### config.mk
export PLATFORM = sky130hd
export DESIGN_NAME = sprite_rom_scheduler
export DESIGN_NICKNAME = d
export VERILOG_FILES = /design/src/rtl/sprite_rom_scheduler.sv
export SDC_FILE = /design/constraint.sdc
export NUM_CORES = 1
export LEC_CHECK = 0
export CAP_MARGIN = 40
export CORE_MARGIN = 1.5
export CORE_UTILIZATION = 40
export DETAILED_ROUTE_END_ITERATION = 6
export GPL_ROUTABILITY_DRIVEN = 1
export HOLD_SLACK_MARGIN = 0.03
export PLACE_DENSITY_LB_ADDON = 0.3
export SLEW_MARGIN = 10
export SYNTH_ARGS = -nofsm -noshare
export SYNTH_HDL_FRONTEND = slang
export SYNTH_SLANG_ARGS = --single-unit
export TNS_END_PERCENT = 20
### constraint.sdc
create_clock -name pixel_Clk -period 27.4 [get_ports pixel_Clk]
set_clock_uncertainty 0.15 [all_clocks]
set_input_delay 5.48 -clock pixel_Clk [delete_from_list [all_inputs] [get_ports pixel_Clk]]
set_output_delay 5.48 -clock pixel_Clk [all_outputs]
set_load 0.02 [all_outputs]
### src/rtl/sprite_rom_scheduler.sv
// Sprite ROM scheduler: double-buffered per-layer sprite configuration,
// priority hit detection per pixel, shared-ROM address generation and a
// fixed three-stage pipeline from DrawX/DrawY to the pix_* outputs.
module sprite_rom_scheduler #(
  parameter logic [3:0] TRANSPARENT_IDX = 4'd0,
  parameter int         NUM_LAYERS      = 4
) (
  input  logic        pixel_Clk,
  input  logic        Reset_n,
  input  logic [9:0]  DrawX,
  input  logic [9:0]  DrawY,
  input  logic        frame_start,
  input  logic        cfg_we,
  input  logic [1:0]  cfg_layer,
  input  logic [2:0]  cfg_field,
  input  logic [17:0] cfg_data,
  input  logic        cfg_commit,
  output logic        commit_pending,
  output logic [17:0] rom_addr,
  input  logic [3:0]  rom_data,
  output logic        pix_valid,
  output logic [1:0]  pix_layer,
  output logic [3:0]  pix_index
);

  typedef struct packed {
    logic [17:0] base;
    logic [9:0]  x;
    logic [9:0]  y;
    logic [9:0]  w;
    logic [9:0]  h;
    logic        en;
  } layer_cfg_t;

  layer_cfg_t stg_q [NUM_LAYERS];
  layer_cfg_t act_q [NUM_LAYERS];

  // A pending request, or one arriving on this very edge, is honoured by frame_start.
  logic do_copy;
  assign do_copy = frame_start & (commit_pending | cfg_commit);

  // Staging writes, staging-to-active copy and commit bookkeeping.
  // Active takes the old staging value when a write lands on the copy edge.
  always_ff @(posedge pixel_Clk or negedge Reset_n) begin
    if (!Reset_n) begin
      for (int i = 0; i < NUM_LAYERS; i++) begin
        stg_q[i] <= '0;
        act_q[i] <= '0;
      end
      commit_pending <= 1'b0;
    end else begin
      if (do_copy) begin
        for (int i = 0; i < NUM_LAYERS; i++) act_q[i] <= stg_q[i];
      end
      if (cfg_we) begin
        case (cfg_field)
          3'd0:    stg_q[cfg_layer].base <= cfg_data;
          3'd1:    stg_q[cfg_layer].x    <= cfg_data[9:0];
          3'd2:    stg_q[cfg_layer].y    <= cfg_data[9:0];
          3'd3:    stg_q[cfg_layer].w    <= cfg_data[9:0];
          3'd4:    stg_q[cfg_layer].h    <= cfg_data[9:0];
          3'd5:    stg_q[cfg_layer].en   <= cfg_data[0];
          default: ;
        endcase
      end
      if (do_copy)         commit_pending <= 1'b0;
      else if (cfg_commit) commit_pending <= 1'b1;
    end
  end

  // Per-layer hit test on the active set; 11-bit end bounds so X+W never wraps.
  logic [NUM_LAYERS-1:0] layer_hit;
  always_comb begin
    layer_hit = '0;
    for (int i = 0; i < NUM_LAYERS; i++) begin
      layer_hit[i] = act_q[i].en
        && (DrawX >= act_q[i].x)
        && ({1'b0, DrawX} < ({1'b0, act_q[i].x} + {1'b0, act_q[i].w}))
        && (DrawY >= act_q[i].y)
        && ({1'b0, DrawY} < ({1'b0, act_q[i].y} + {1'b0, act_q[i].h}));
    end
  end

  // Lowest-index hitting layer wins; only its parameters feed the address.
  logic       win_hit;
  logic [1:0] win_layer;
  always_comb begin
    win_hit   = 1'b0;
    win_layer = 2'd0;
    for (int i = NUM_LAYERS - 1; i >= 0; i--) begin
      if (layer_hit[i]) begin
        win_hit   = 1'b1;
        win_layer = 2'(i);
      end
    end
  end

  // Address of the winning layer's texel, wrapped to the 18-bit ROM space.
  layer_cfg_t  win_cfg;
  logic [9:0]  dx, dy;
  logic [17:0] row_off, hit_addr;
  always_comb begin
    win_cfg  = act_q[win_layer];
    dx       = DrawX - win_cfg.x;
    dy       = DrawY - win_cfg.y;
    row_off  = {8'd0, dy} * {8'd0, win_cfg.w};
    hit_addr = win_cfg.base + row_off + {8'd0, dx};
  end

  // Stage 1: register ROM address and the hit/layer tag of this pixel.
  logic       s1_hit, s2_hit;
  logic [1:0] s1_layer, s2_layer;
  always_ff @(posedge pixel_Clk or negedge Reset_n) begin
    if (!Reset_n) begin
      rom_addr <= '0;
      s1_hit   <= 1'b0;
      s1_layer <= 2'd0;
    end else begin
      rom_addr <= win_hit ? hit_addr : 18'd0;
      s1_hit   <= win_hit;
      s1_layer <= win_hit ? win_layer : 2'd0;
    end
  end

  // Stage 2: delay the tag while the ROM produces data for the stage-1 address.
  always_ff @(posedge pixel_Clk or negedge Reset_n) begin
    if (!Reset_n) begin
      s2_hit   <= 1'b0;
      s2_layer <= 2'd0;
    end else begin
      s2_hit   <= s1_hit;
      s2_layer <= s1_layer;
    end
  end

  // Stage 3: combine tag with ROM data; a transparent texel keeps layer/index but is not valid.
  always_ff @(posedge pixel_Clk or negedge Reset_n) begin
    if (!Reset_n) begin
      pix_valid <= 1'b0;
      pix_layer <= 2'd0;
      pix_index <= 4'd0;
    end else begin
      pix_valid <= s2_hit && (rom_data != TRANSPARENT_IDX);
      pix_layer <= s2_hit ? s2_layer : 2'd0;
      pix_index <= s2_hit ? rom_data : 4'd0;
    end
  end

endmodule

==> impl_metrics.toml, run 1 <==
[timing]
worstMarginPinSlew_ps = 983.5
setup-violations-final = 0
hold_viol_final = 0
finalMaxSlewViolations = 0
relSlewSlack = 0.3443
fin_crit_sh = 0.5875
worst_slack_ps = 11300
min_period_ps = 16100
fmax_ghz = 0.06212
tns_ps = 0
rsz0062_at_grt = "false"

[floorplanning]
core_sq_um = 76200
die_area_sq_um = 79000
die_w_microns = 281.1
start_util = 0.4059
num_rows = 101
io_pins = 78
die_y_microns = 281.1

[critical_path]
startpoint = "DrawY[9]"
cpPeakStageDelay_ps = 780
critPathKind = "input pin to register"
crit_top_cell = "fa_1"
worstPathRequired_ps = 27790
r2r_start = "act_q[2]$_DFFE_PN0P_"
endpoint_kind = "register"
crit_fanout = 36
r2r_slack_ps = 15120
reg2reg_depth = 44
cp_data_arrival_time_ps = 16490
cpMaxStageDelayCell = "clkdlybuf4s50_1"
critPathLaunchType = "input pin"

[finish]
final_core_util = 0.4593
fin_nets = 3200
most-common-layout-cells = "dfrtp_1, mux2_2, ha_1, inv_1, nand2_1"
drive_gt1_frac = 0.2327
multi_input_area_sq_um = 17050
fill_cells = 6891
regArea_sq_um = 12610
layout.cells.non_filler = 3829
area_delta_synth_final_pct = 13.15
mostFrequentLayoutCell = "dfrtp_1"

[yosys]
seq_area_frac_synth = 0.4078
ys_types = 71
synthesis.area_sq_um = 30930
ys_ff_latch = 504
synth_top_cell_by_area = "dfrtp_1"
synth_area_per_cell_sq_um = 11.61
synth-async-reset-ratio = 1.000
yosysWarnings = 0
syn_inst = 2664
syn_nets = 3107
synth_top_area_share = 0.4078
synth_flop_cell = "dfrtp_1"
synth-edff-count = 0
synth.area.top_cells = "dfrtp_1, mux2_2, ha_1, fa_1, inv_1"

[clocking]
cts_resized = 0
cts_tree = "yes"
cts_root_buf = "clkbuf_16"
h-tree-depth = 2
clockBufferDepth = 3
postCtsSetupRepairBufs = 0
clkTransAtPathRegs_ps = 60
cts-hold-fix-buffers = 0
numCtsBuffers = 56
clkLatencyLatePin_ps = 630
cts.sinks = 504

[placement]
place_hpwl_microns = 56640
port_buffers = 77
dp_cells = 3728
place_congestion = 0.8877
pre_cts_slack_ps = 10670

[route]
first_iter_violations = 1196
drc_errors = 0
ant_nets = 0
vias = 20199
firstDrtPassIters = 5
via_per_inst = 5.275
drt_wl_total_microns = 77570
wl_per_cell_microns = 20.26

[hold_path]
whs_path_depth = 0
min-delay-start = "s1_hit$_DFF_PN0_"
holdCritPathClass = "register to register"

[global_route]
grt_max_degree = 160
first_global_vias = 21351
grt_pass1_wl_microns = 122700
grt_antenna_before_repair = 5
grt_use_total = 0.2012
overflow = 0

[run_status]
status = "completed"

[run]
drv_cap = 0
synthesized netlist by cell type (all sizes together), types with 7 or more instances:
cell     number
a2111oi       7
fa           99
a21o         36
and3          7
nand4         7
nor2b        28
nor2         84
and2         46
nand3        14
a21oi       103
o21ai       112
nand2       154
inv         249
a31oi        21
a211oi       15
o21a         16
xnor2        54
xor2         30
clkbuf       63
dfrtp       504
o21bai       32
mux2i        39
buf          21
mux2        493
nand2b       30
o211ai       18
ha          292
nor3         17
per-layer routing:
layer	up-vias	GRT usage	share of wire
met3	110	0.02802	0.039
met4	2	0.06015	0.027
met5	-	0	0.00015
li1	9507	-	-
met2	330	0.3438	0.48
met1	10250	0.2636	0.45
cell type report:
cell class	instances	area share
Antenna cell	1	0.00007150
Clock buffer	79	0.04508
Clock inverter	20	0.008115
Inverter	249	0.02670
Multi-Input combinational cell	1827	0.4872
Sequential cell	504	0.3603
Tap cell	1030	0.03682
Timing Repair Buffer	119	0.03568
cell families (layout without fill, tap and decap cells):
group,after synthesis,after routing,share of synthesized area
mux,532,532,0.1953
fa+ha+maj,391,391,0.1822
other cells,0,1,0
xor+xnor,85,85,0.02451
buf+inv,333,467,0.04223
compound gates,410,410,0.08503
simple gates,409,409,0.06294
flops,504,504,0.4078
through the flow:
step | area (sq um) | hold WS [ps]
floorplan | 30930 | 181.2
detailed placement | 33130 | 186.4
global route | 35000 | 202.4
global placement | 32850 | 182.5
CTS | 34990 | 200.0
finish | 35000 | 196.9
critical path: cells and delay by family:
family | cells | cell delay [ps]
AO/OA/AOI/OAI | 13 | 2520
XOR/XNOR | 2 | 1040
adder cells (fa/ha/maj) | 9 | 3880
buffers and inverters | 5 | 1010
multiplexers | 2 | 570
AND/OR/NAND/NOR | 10 | 1950
worst paths after layout:
check,endpoint
worst max-delay path,rom_addr[17]$_DFF_PN0_
worst min-delay path,s2_hit$_DFF_PN0_
worst max register to register,rom_addr[17]$_DFF_PN0_
worst min register to register,s2_hit$_DFF_PN0_
max in group asynchronous,act_q[225]$_DFFE_PN0P_
min in group asynchronous,rom_addr[4]$_DFF_PN0_
Power of run 1 is left out: the tool's default activity adds up to more than one toggle a clock period on the data nets, which glitch-free logic cannot reach.
==> run 2: changes to the inputs <==
==> constraint.sdc (replaced) <==
create_clock -name pixel_Clk -period 16.1 [get_ports pixel_Clk]
set_clock_uncertainty 0.15 [all_clocks]
set_input_delay 3.22 -clock pixel_Clk [delete_from_list [all_inputs] [get_ports pixel_Clk]]
set_output_delay 3.22 -clock pixel_Clk [all_outputs]
set_load 0.02 [all_outputs]
==> run 2 against run 1 <==
  * Core utilization up 0.12 points
  * Final cell count unchanged
  * Clock-buffer cell count down 7
  * Worst hold slack better by 2.9 ps
  * Largest cell class unchanged
  * Highest routed layer is now met4
==> impl_metrics.toml, run 2 (synthesized netlist as in run 1, its figures left out) <==
[finish]
most-common-layout-cells = "dfrtp_1, mux2_2, ha_1, inv_1, nand2_1"
final_core_util = 0.4605
fin_nets = 3192
mostFrequentLayoutCell = "dfrtp_1"
area_delta_synth_final_pct = 13.45
drive_gt1_frac = 0.2353

[floorplanning]
die_y_microns = 281.1
die_w_microns = 281.1
num_rows = 101
core_sq_um = 76200
start_util = 0.4059
io_pins = 78
die_area_sq_um = 79000

[placement]
place_hpwl_microns = 55910
pre_cts_slack_ps = 1683
port_buffers = 77
place_congestion = 0.8698

[timing]
setup-violations-final = 0
relSlewSlack = 0.2726
worst_slack_ps = 2145
tns_ps = 0
fin_crit_sh = 0.8667
rsz0062_at_grt = "false"
finalMaxSlewViolations = 0
hold-worst-slack_ps = 199.9
worstMarginPinSlew_ps = 1091
min_period_ps = 13950
hold_viol_final = 0
fmax_ghz = 0.07166

[global_route]
grt_max_degree = 174
grt_use_total = 0.2005
first_global_vias = 21148
overflow = 0
grt_antenna_before_repair = 5
grt_pass1_wl_microns = 121800

[clocking]
clkTransAtPathRegs_ps = 60
clockBufferDepth = 3
cts_tree = "yes"
clkLatencyLatePin_ps = 630
postCtsSetupRepairBufs = 0
cts-hold-fix-buffers = 0
cts_root_buf = "clkbuf_16"
cts.sinks = 504
cts_resized = 0
numCtsBuffers = 56
h-tree-depth = 2

[critical_path]
endpoint_kind = "register"
cpMaxStageDelayCell = "clkdlybuf4s50_1"
crit_top_cell = "fa_1"
cpPeakStageDelay_ps = 780
critPathLaunchType = "input pin"
critPathKind = "input pin to register"
worstPathRequired_ps = 16500
crit_fanout = 24
r2r-end = "rom_addr[17]$_DFF_PN0_"
r2r_slack_ps = 3660
reg2reg_depth = 46
r2r_start = "act_q[198]$_DFFE_PN0P_"
cp_data_arrival_time_ps = 14350

[route]
ant_nets = 0
firstDrtPassIters = 5
wl_per_cell_microns = 20.21
drt_wl_total_microns = 77400
vias = 20172
drc_errors = 0
first_iter_violations = 1223
via_per_inst = 5.268

[run]
drv_cap = 0

[hold_path]
min-delay-start = "s1_hit$_DFF_PN0_"
holdCritPathClass = "register to register"
whs_path_depth = 0
hold-path-endpoint = "s2_hit$_DFF_PN0_"

[run_status]
status = "completed"
[run 2: changes by cell type in the layout (fill, tap and decap cells not counted), moves of 2 or more]
cell,previous run,this run
buf_12,1,3
bufinv_16,5,10
inv_6,4,2
clkinv_2,5,11
clkbuf_16,56,58
clkbuf_1,14,5
buf_16,6,3
buf_2,3,1
clkinv_4,2,6
buf_8,6,2
[run 2: worst max-delay path, delay by kind of cell]
| family | cells | cell delay, ps |
|---|---|---|
| adders and majority gates | 9 | 3990 |
| AOI/OAI and AO/OA | 15 | 3310 |
| and+or+nand+nor | 8 | 1130 |
| xor gates and xnor gates | 2 | 1110 |
| buffers and inverters | 6 | 1380 |
| muxes | 1 | 190 |
[run 2: through the flow]
step,instance area (sq um),std cells
after floorplan,30930,2664
after global placement,32890,3713
after detailed placement,32990,3720
after CTS,35060,3826
after global routing,35090,3827
final,35090,3829
[run 2: layout make-up]
cell class	count	area [sq um]
Clock inverter	34	475.5
Antenna cell	2	5.005
Timing Repair Buffer	111	1131
Multi-Input combinational cell	1827	17050
Tap cell	1030	1289
Sequential cell	504	12610
Inverter	249	934.6
Clock buffer	72	1594
Fill cell	6944	41110
[run 2: per-layer routing]
layer	track usage	routed length, microns	vias to the layer above
met3	0.02718	3077	125
met1	0.2626	34400	10173
met2	0.3395	37350	392
met5	0	0	-
li1	-	-	9482
met4	0.06930	2573	0
[run 2: worst max path at each step]
stage | from | cells past startpoint | end
6_report | DrawY[2] | 41 | rom_addr[17]$_DFF_PN0_
4_1_cts | DrawX[0] | 41 | rom_addr[17]$_DFF_PN0_
3_3_place_gp | DrawX[5] | 37 | rom_addr[17]$_DFF_PN0_
3_5_place_dp | DrawX[0] | 41 | rom_addr[17]$_DFF_PN0_
5_1_grt | DrawX[5] | 41 | rom_addr[17]$_DFF_PN0_
2_1_floorplan | DrawY[0] | 41 | rom_addr[17]$_DFF_PN0_
Power of run 2 is left out for the same reason.
